**config.mk**
```make
export PLATFORM = sky130hd
export DESIGN_NAME = decoded_frame_buffer
export DESIGN_NICKNAME = d
export VERILOG_FILES = /design/src/rtl/decoded_frame_buffer.sv
export SDC_FILE = /design/constraint.sdc
export NUM_CORES = 1
export LEC_CHECK = 0
export CAP_MARGIN = 20
export CORE_MARGIN = 4
export CORE_UTILIZATION = 55
export CTS_CLUSTER_SIZE = 40
export DETAILED_ROUTE_END_ITERATION = 8
export GPL_ROUTABILITY_DRIVEN = 1
export PLACE_DENSITY = 0.88
export SYNTH_ARGS = -nofsm -noshare
export SYNTH_HDL_FRONTEND = slang
export SYNTH_SLANG_ARGS = --single-unit
```
**constraint.sdc**
```tcl
create_clock -name clk -period 2.3 [get_ports clk]
set_input_delay 0.46 -clock clk [delete_from_list [all_inputs] [get_ports clk]]
set_output_delay 0.46 -clock clk [all_outputs]
set_load 0.02 [all_outputs]
```
**src/rtl/decoded_frame_buffer.sv**
```systemverilog
// Double-buffered store for SC-decoder hard decisions: P bits per write are
// assembled into N-bit frames in ping-pong banks and drained as W-bit words.
module decoded_frame_buffer #(
   parameter int n = 3,
   parameter int P = 1,
   parameter int W = 4
) (
   input  logic         clk,
   input  logic         rst_n,
   input  logic         clear,
   input  logic         wr_valid,
   input  logic [P-1:0] wr_bits,
   input  logic [n-1:0] wr_index,
   input  logic         wr_last,
   output logic         wr_ready,
   output logic         out_valid,
   output logic [W-1:0] out_data,
   output logic         out_last,
   input  logic         out_ready,
   output logic         err_overflow
);

   localparam int N   = 1 << n;
   localparam int NW  = N / W;
   localparam int RKW = (NW > 1) ? $clog2(NW) : 1;
   localparam logic [RKW-1:0] RK_LAST = RKW'(NW - 1);
   localparam logic [n-1:0]   IDX_LOW = n'(P - 1);

   typedef enum logic {
      FREE = 1'b0,
      FULL = 1'b1
   } bank_state_t;

   logic [N-1:0]   bank_q  [2];
   logic [N-1:0]   bank_d  [2];
   bank_state_t    state_q [2];
   bank_state_t    state_d [2];
   logic           wp_q, wp_d;
   logic           rp_q, rp_d;
   logic [RKW-1:0] rk_q, rk_d;
   logic           err_q, err_d;

   logic [n-1:0]   wr_base;
   logic [N-1:0]   wr_mask;
   logic [N-1:0]   wr_data;
   logic [N-1:0]   rd_frame;

   // State register.
   // NOTE: the banks are reset like any other register, because unwritten
   // frame bits must read back as 0 straight out of reset.
   always_ff @(posedge clk or negedge rst_n) begin
      if (!rst_n) begin
         bank_q[0]  <= '0;
         bank_q[1]  <= '0;
         state_q[0] <= FREE;
         state_q[1] <= FREE;
         wp_q       <= 1'b0;
         rp_q       <= 1'b0;
         rk_q       <= '0;
         err_q      <= 1'b0;
      end else begin
         // NOTE: non-blocking so every register samples the pre-edge values.
         bank_q  <= bank_d;
         state_q <= state_d;
         wp_q    <= wp_d;
         rp_q    <= rp_d;
         rk_q    <= rk_d;
         err_q   <= err_d;
      end
   end

   // Next-state logic. The write bank is always FREE and the read bank FULL,
   // so a write and a release never target the same bank in one cycle.
   always_comb begin
      // NOTE: every target gets a default first, so no latch can be inferred.
      bank_d  = bank_q;
      state_d = state_q;
      wp_d    = wp_q;
      rp_d    = rp_q;
      rk_d    = rk_q;
      err_d   = err_q;

      wr_base = wr_index & ~IDX_LOW;
      wr_mask = '0;
      wr_mask[P-1:0] = '1;
      wr_mask = wr_mask << wr_base;
      wr_data = '0;
      wr_data[P-1:0] = wr_bits;
      wr_data = wr_data << wr_base;

      if (clear) begin
         bank_d[0]  = '0;
         bank_d[1]  = '0;
         state_d[0] = FREE;
         state_d[1] = FREE;
         wp_d       = 1'b0;
         rp_d       = 1'b0;
         rk_d       = '0;
         err_d      = 1'b0;
      end else begin
         if (wr_valid && wr_ready) begin
            bank_d[wp_q] = (bank_q[wp_q] & ~wr_mask) | (wr_data & wr_mask);
            if (wr_last) begin
               state_d[wp_q] = FULL;
               wp_d          = ~wp_q;
            end
         end else if (wr_valid) begin
            err_d = 1'b1;
         end

         // Releasing a bank zeroes it so the next frame starts all-frozen.
         if (out_valid && out_ready) begin
            if (rk_q == RK_LAST) begin
               rk_d          = '0;
               bank_d[rp_q]  = '0;
               state_d[rp_q] = FREE;
               rp_d          = ~rp_q;
            end else begin
               rk_d = rk_q + 1'b1;
            end
         end
      end
   end

   // Outputs depend on registered state only.
   always_comb begin
      wr_ready  = (state_q[wp_q] == FREE);
      out_valid = (state_q[rp_q] == FULL);
      rd_frame  = bank_q[rp_q];
      out_data  = '0;
      if (out_valid) begin
         out_data = rd_frame[rk_q * W +: W];
      end
      out_last  = out_valid && (rk_q == RK_LAST);
   end

   assign err_overflow = err_q;

endmodule

```
==> results of run 1 <==
==> worst min path at each step <==
stage | from | endpoint | slack, ns | depth (start not counted)
after global routing | rst_n | state_q[0] | 0.50 | 2
after floorplan | rst_n | bank_q[0] | 0.16 | 0
after global placement | err_overflow | err_overflow | 0.48 | 1
final | rst_n | state_q[0] | 0.48 | 2
after CTS | rst_n | state_q[0] | 0.48 | 2
after detailed placement | err_overflow | err_overflow | 0.52 | 1
==> placed cells by master, fill, tap and decap left out, types with 2 or more instances in the layout <==
cell	synthesis	layout
mux2_4	4	4
dfrtp_1	22	22
nand2_1	16	16
a41o_1	2	2
inv_1	3	3
buf_4	0	9
a21oi_1	16	16
clkdlybuf4s50_1	0	11
nor2b_1	6	6
o211ai_2	2	2
nor3b_2	2	2
a21oi_2	2	2
nand4bb_1	3	3
and3b_1	4	4
nor2_1	4	4
nand3b_1	2	2
clkbuf_4	0	3
or4b_1	3	3
mux4_2	4	4
o211ai_1	14	14
clkdlybuf4s15_1	0	3
a31oi_1	2	2
mux2_1	4	4
==> state kept, by name, summed over array words and instances (netlist names) <==
register / count
bank_q: 16
state_q: 2
err_overflow: 1
rk_q: 1
rp_q: 1
wp_q: 1
==> kinds of logic after synthesis <==
family,count (synthesis),synth area share
buffers and inverters,17,0.0751
AO/OA/AOI/OAI,41,0.189
flip-flops,22,0.367
AND/OR/NAND/NOR,49,0.223
multiplexers,14,0.146
==> final cells by class <==
class                           count  area (um2)  area share
Sequential cell                    22         551       0.318
Inverter                            4        15.0     0.00868
Tap cell                           30        37.5      0.0217
Clock buffer                        4        36.3      0.0210
Multi-Input combinational cell    104         846       0.489
Timing Repair Buffer               27         245       0.142
==> what timing repair did <==
action                                  CTS  global route
endpoints found under the setup margin    6             5
resized for setup                         6             7
setup buffers                             0             3
==> routing by layer <==
metal / part of all wire / up-vias
met5: 0 / -
met4: 0.017 / 0
met3: 0.078 / 5
met2: 0.47 / 64
met1: 0.43 / 616
li1: - / 575
==> report_power, final <==
part,switching (uW),internal (uW),total (uW)
combinational,89.2,72.8,162
sequential,12.3,398,410
clock,117,96.8,214
total,219,567,786
==> cells in the mapped netlist, types with 4 or more instances <==
master | n | share of area
a21oi_1 | 16 | 0.053
and3b_1 | 4 | 0.023
buf_2 | 8 | 0.027
dfrtp_1 | 22 | 0.37
mux2_1 | 4 | 0.030
mux2_4 | 4 | 0.040
mux4_2 | 4 | 0.060
nand2_1 | 16 | 0.040
nor2_1 | 4 | 0.010
nor2b_1 | 6 | 0.025
o211ai_1 | 14 | 0.070
==> stage by stage <==
step	util	hold WS (ns)	cell area (um2)
6_report	0.680	0.480	1730
5_1_grt	0.680	0.498	1730
4_1_cts	0.669	0.483	1700
3_5_place_dp	0.653	0.521	1660
3_3_place_gp	0.653	0.482	1660
2_1_floorplan	-	0.164	1500
==> run summary, run 1 <==
clock root buffer: clkbuf_4
Final Hold Vio Count: 0
crit end category: output pin
DRC errors left: 0
GRT met1 Usage: 0.292
Top Family by Delay on Critical Path: buffers and inverters
final setup vio count: 0
grt met3 use: 0.0194
Final Routed Wirelength: 3.41 mm
number of port buffers: 17
Initial Utilization: 0.589
RSZ-0062 raised after global routing: false
RR Startpoint: state_q[1]
nets@finish: 172
Peak supply drop: 295 uV
Sink Count: 22
ant diodes: 0
reg-to-reg endpoint: bank_q[10]
CTS tree: done
setup slack at placement: 0.158 ns
Tmin final: 2.21 ns
vias in the first global route: 1249
Rel. slew slack: 0.714
crit path buf inv count: 2
Worst-Margin Slew: 0.428 ns
Cell Rows: 18
Die ar.: 3630 um2
first-pass GRT wire length: 5.79 mm
Levels on crit path: 3
vias post-DR: 1260
critical path's slowest cell: clkdlybuf4s50_1
I/O pin total: 18
cts-stage hold buffer count: 0
Setup CP Type: flip-flop to output pin
CP arrival: 1.75 ns
DP Wirelength: 2.38 mm
Vias/cell: 6.60
gr ovfl total: 0
initial antenna violation count: 0
Yosys reg bits: 22
HP Class: input port to async pin
most used routing layer: met2
Post-synth EDFFs: 0
PnR worst setup slack: 0.0865 ns
Die W: 60.2 um
Core Box Area: 2540 um2
Post-synth ARST share: 1.00
Placer Congestion: 0.829
share of cells above drive strength 1: 0.211
WL/cell: 17.9 um
Die Height: 60.2 um
crit path cell chain: buf_4 > mux2i_1 > clkdlybuf4s50_1
register area share after synthesis: 0.367
DRT Pass-1 Iters: 4
biggest fanout along the worst timing path: 7
filler cell count: 190
Area Overhead vs Synth: 15.3%
CTS Buf Count: 3
Placed Cells: 184
Max Clock Skew: 0.00430 ns
worst skew pair latency: 0.31 ns
Post-Syn Instances: 143
Clock Tree Buf Depth: 2
Yosys warning count: 0
Netlist cell types: 38
status: finished, final reports clean
syn avg cell area: 10.5 um2
CP Launch Type: flip-flop
syn_nets: 153
worst setup path endpoint: wr_ready
dominant synthesized flop cell: dfrtp_1
CP startpoint: state_q[1]
R2R Setup Slk: 0.77 ns
R2R depth: 4
Worst path max stage delay: 0.64 ns
Finished Layout Cells: 191
max-cap violation count: 0
pin count of the biggest net entering global routing: 23
Fin Setup TNS: 0 ns
Max Slew Vio Count: 0
clk slew on worst S/H paths: 0.12 ns
Req. time, crit path: 1.84 ns
htree depth: 1
Fmax: 452 MHz
met2 Use GR: 0.336
Pwr Total: 786 uW
DR iter-0 viols: 55
cell area after synthesis: 1500 um2
DRT antenna net count: 0
Final period util: 0.962
LEAKAGE: 0.000714 uW
pwr dens: 454 nW/um2
GRT Overall Usage: 0.215
Note: power is estimated with default switching activity, not from simulation.
==> run 2: changes to the inputs <==
--- a/config.mk
+++ b/config.mk
@@ -6,7 +6,6 @@
 export NUM_CORES = 1
 export LEC_CHECK = 0
 export CAP_MARGIN = 20
-export CORE_MARGIN = 4
 export CORE_UTILIZATION = 55
 export CTS_CLUSTER_SIZE = 40
 export DETAILED_ROUTE_END_ITERATION = 8
==> run summary, run 2 (same netlist as run 1, synthesis figures left out) <==
status: finished, final reports clean
Die W: 54.2 um
first-pass GRT wire length: 5.37 mm
RSZ-0062 raised after global routing: false
most common cell after layout, fill and taps aside: dfrtp_1
initial antenna violation count: 0
LEAKAGE: 0.000722 uW
Area Overhead vs Synth: 15.0%
clk slew on worst S/H paths: 0.13 ns
final setup vio count: 0
Top Family by Delay on Critical Path: multiplexers
vias post-DR: 1230
CTS Buf Count: 3
number of port buffers: 17
Worst path max stage delay: 0.51 ns
Core Box Area: 2520 um2
Setup CP Type: flip-flop to output pin
Die ar.: 2940 um2
worst skew pair latency: 0.32 ns
cts-stage hold buffer count: 0
Die Height: 54.2 um
crit path cell chain: mux4_2 > nor2b_1 > dlygate4sd2_1
biggest fanout along the worst timing path: 6
Peak supply drop: 292 uV
Req. time, crit path: 1.84 ns
filler cell count: 209
I/O pin total: 18
pwr dens: 459 nW/um2
Rel. slew slack: 0.705
DRT antenna net count: 0
vias in the first global route: 1173
Worst-Margin Slew: 0.443 ns
htree depth: 1
DRT Pass-1 Iters: 4
share of cells above drive strength 1: 0.235
critical path's slowest cell: mux4_2
Vias/cell: 6.41
Placer Congestion: 0.835
hold slack: 0.477 ns
Fmax: 447 MHz
HP Class: input port to async pin
Final Routed Wirelength: 3.20 mm
most frequent cells in the layout: dfrtp_1 (21), nand2_1 (16), a21oi_1 (16)
WL/cell: 16.7 um
Sink Count: 22
PnR worst setup slack: 0.0646 ns
CTS tree: done
CP arrival: 1.78 ns
Final period util: 0.972
clock root buffer: clkbuf_4
registers with the most flip-flops: bank_q (16), state_q (2)
Max Slew Vio Count: 0
Most flops, register: bank_q
Clock Tree Buf Depth: 2
crit end category: output pin
crit path buf inv count: 1
GRT Overall Usage: 0.261
Final Hold Vio Count: 0
CP Launch Type: flip-flop
Initial Utilization: 0.595
Fin Setup TNS: 0 ns
DP Wirelength: 2.28 mm
nets@finish: 173
Cell Rows: 18
max reg flops: 16
ant diodes: 0
Tmin final: 2.24 ns
Max Clock Skew: 0.00171 ns
DR iter-0 viols: 17
max-cap violation count: 0
gr ovfl total: 0
DRC errors left: 0
setup slack at placement: -0.00745 ns
pin count of the biggest net entering global routing: 23
-- run 2: area by class of cell --
class                           instances  area [um2]  share of cell area
Inverter                                4        15.0             0.00870
Timing Repair Buffer                   28         239               0.139
Sequential cell                        22         552               0.320
Multi-Input combinational cell        104         846               0.490
Clock buffer                            4        36.3              0.0210
Tap cell                               30        37.5              0.0218
-- run 2: through the flow --
step / power, uW / std cells / instance area (um2) / utilization
after global placement: 565 / 183 / 1660 / 0.656
final: 791 / 192 / 1730 / 0.684
after detailed placement: 570 / 183 / 1660 / 0.656
after CTS: 791 / 190 / 1730 / 0.685
after global routing: 825 / 192 / 1730 / 0.684
after floorplan: 518 / 143 / 1500 / -
-- run 2: repair_timing --
action                                  4_1_cts  5_1_grt
endpoints found under the setup margin        6        6
gates resized for setup                      12        4
buffers inserted                              3        2
-- run 2: where the power goes --
part	internal, uW	total (uW)	switching, uW
Sequential	398	410	12.2
Combinational	73.0	159	85.7
Clock	96.9	223	126
-- run 2: worst paths after layout --
check | startpoint | endpoint | slack, ns | cells after the start
max in group asynchronous | rst_n | rp_q | 1.59 | 2
worst max register to register | wp_q | bank_q[14] | 0.81 | 4
worst min register to register | err_overflow | err_overflow | 0.52 | 1
min in group clk | err_overflow | err_overflow | 0.52 | 1
worst max-delay path | rp_q | out_data[2] | 0.06 | 3
worst min-delay path | rst_n | wp_q | 0.48 | 2
-- run 2: metal layers --
| layer | global-route usage | wire, um | vias up |
|---|---|---|---|
| met3 | 0.0333 | 168 | 5 |
| met2 | 0.437 | 1550 | 47 |
| met1 | 0.335 | 1430 | 604 |
| li1 | - | - | 574 |
| met5 | 0 | 0 | - |
| met4 | 0.115 | 54 | 0 |
==> run 3: changes to the inputs <==
--- a/config.mk
+++ b/config.mk
@@ -7,10 +7,12 @@
 export LEC_CHECK = 0
 export CAP_MARGIN = 20
 export CORE_UTILIZATION = 55
+export CTS_BUF_LIST = sky130_fd_sc_hd__clkbuf_4 sky130_fd_sc_hd__clkbuf_8
 export CTS_CLUSTER_SIZE = 40
 export DETAILED_ROUTE_END_ITERATION = 8
 export GPL_ROUTABILITY_DRIVEN = 1
 export PLACE_DENSITY = 0.88
+export RECOVER_POWER = 100
 export SYNTH_ARGS = -nofsm -noshare
 export SYNTH_HDL_FRONTEND = slang
 export SYNTH_SLANG_ARGS = --single-unit
==> run summary, run 3 (same netlist as run 1, synthesis figures left out) <==
Cell Rows: 18
most frequent cells in the layout: dfrtp_1 (21), a21oi_1 (17), nand2_1 (16)
CTS Buf Count: 3
WL met3: 147 um
Area Overhead vs Synth: 12.3%
share of cells above drive strength 1: 0.204
Die W: 54.2 um
Placed Cells: 183
nets@finish: 173
critical path's slowest cell: mux4_2
R2R depth: 4
CP Launch Type: flip-flop
Initial Utilization: 0.595
LEAKAGE: 0.000690 uW
met2 routed WL: 1.57 mm
PnR worst setup slack: 0.0684 ns
DRC errors left: 0
clk slew on worst S/H paths: 0.13 ns
max-cap violation count: 0
HP Class: flip-flop to flip-flop
GRT Overall Usage: 0.261
gr ovfl total: 0
crit path cell chain: mux4_2 > nor2b_1 > dlygate4sd2_1
Rel. slew slack: 0.208
initial antenna violation count: 0
Register Area: 552 um2
Final Hold Vio Count: 0
number of port buffers: 17
DP Wirelength: 2.28 mm
CTS tree: done
Tmin final: 2.23 ns
htree depth: 1
vias in the first global route: 1173
R2R Setup Slk: 0.73 ns
pwr dens: 467 nW/um2
RR Startpoint: state_q[1]
crit end category: output pin
DR iter-0 viols: 21
first-pass GRT wire length: 5.37 mm
WL/cell: 16.8 um
max reg flops: 16
I/O pin total: 18
Die ar.: 2940 um2
Req. time, crit path: 1.84 ns
reg-to-reg endpoint: bank_q[14]
Hold Path End: err_overflow
Clock Tree Buf Depth: 2
Vias/cell: 6.40
Core Box Area: 2520 um2
filler cell count: 214
Final Routed Wirelength: 3.24 mm
status: finished, final reports clean
DRT antenna net count: 0
vias post-DR: 1229
final setup vio count: 0
Pwr Total: 787 uW
Placer Congestion: 0.835
Fmax: 448 MHz
Final period util: 0.970
Worst-Margin Slew: 1.19 ns
ant diodes: 0
Max Clock Skew: 0.00183 ns
registers with the most flip-flops: bank_q (16), state_q (2)
max layer used: met4
DRT Pass-1 Iters: 4
Die Height: 54.2 um
CP arrival: 1.77 ns
Finished Layout Cells: 192
Hold Path Stages: 1
clock root buffer: clkbuf_4
Worst path max stage delay: 0.51 ns
setup slack at placement: -0.00745 ns
Sink Count: 22
Setup CP Type: flip-flop to output pin
Max Slew Vio Count: 0
worst skew pair latency: 0.32 ns
pin count of the biggest net entering global routing: 23
RSZ-0062 raised after global routing: false
Hold Crit Start: err_overflow
biggest fanout along the worst timing path: 6
M1 WL: 1.47 mm
post-layout util: 0.668
area of the multi-input gates: 831 um2
Peak supply drop: 293 uV
Most flops, register: bank_q
most common cell after layout, fill and taps aside: dfrtp_1
cts-stage hold buffer count: 0
## run 3: changes by cell type in the layout (fill, tap and decap cells not counted), moves of 2 or more
cell / previous run / this run
dlygate4sd3_1: 0 / 5
clkdlybuf4s50_1: 12 / 7
buf_4: 11 / 5
clkbuf_2: 0 / 2
clkbuf_1: 0 / 4
## run 3: how the worst max path moves through the flow
stage	depth (start not counted)	startpoint	to	slack (ns)
after floorplan	3	rp_q	out_data[0]	0.71
after global placement	3	rp_q	out_data[0]	0.05
after detailed placement	3	rp_q	out_data[1]	-0.007
after CTS	4	rp_q	out_data[1]	-0.008
after global routing	4	rp_q	out_data[1]	0.009
final	3	rp_q	out_data[2]	0.07
## run 3: final cells by class
cell class | instances | share of cell area
Multi-Input combinational cell | 104 | 0.493
Sequential cell | 22 | 0.327
Inverter | 4 | 0.00891
Timing Repair Buffer | 28 | 0.127
Clock buffer | 4 | 0.0215
Tap cell | 30 | 0.0223
## run 3: critical path, delay by kind of cell (launching register included)
family	cells	cell delay [ns]
buffers and inverters	1	0.32
DFF	1	0.49
muxes	1	0.51
and+or+nand+nor	1	0.14
## run 3: timing repair
| action | CTS | global route |
|---|---|---|
| pin swaps | 0 | 0 |
| setup endpoints to repair | 6 | 6 |
| setup buffers | 3 | 2 |
| cloned | 0 | 0 |
| gates resized for setup | 12 | 4 |
## run 3: power by group
group          total [uW]  switching [uW]  leakage [uW]  internal [uW]
registers             410            11.9      0.000302            398
logic                 151            84.2      0.000367           67.0
clock network         226             129     0.0000210           96.9
total                 787             225      0.000690            562
## run 3: stage by stage
step / hold WS [ns] / area, um2 / setup TNS [ns]
global placement: 0.483 / 1660 / 0
global route: 0.559 / 1690 / 0
finish: 0.518 / 1690 / 0
detailed placement: 0.503 / 1660 / -0.00802
CTS: 0.489 / 1730 / -0.00786
floorplan: 0.164 / 1500 / 0
## run 3: per-layer routing
layer	up-vias	GRT usage
met1	600	0.335
met2	48	0.437
met4	0	0.115
met3	5	0.0333
li1	576	-
met5	-	0
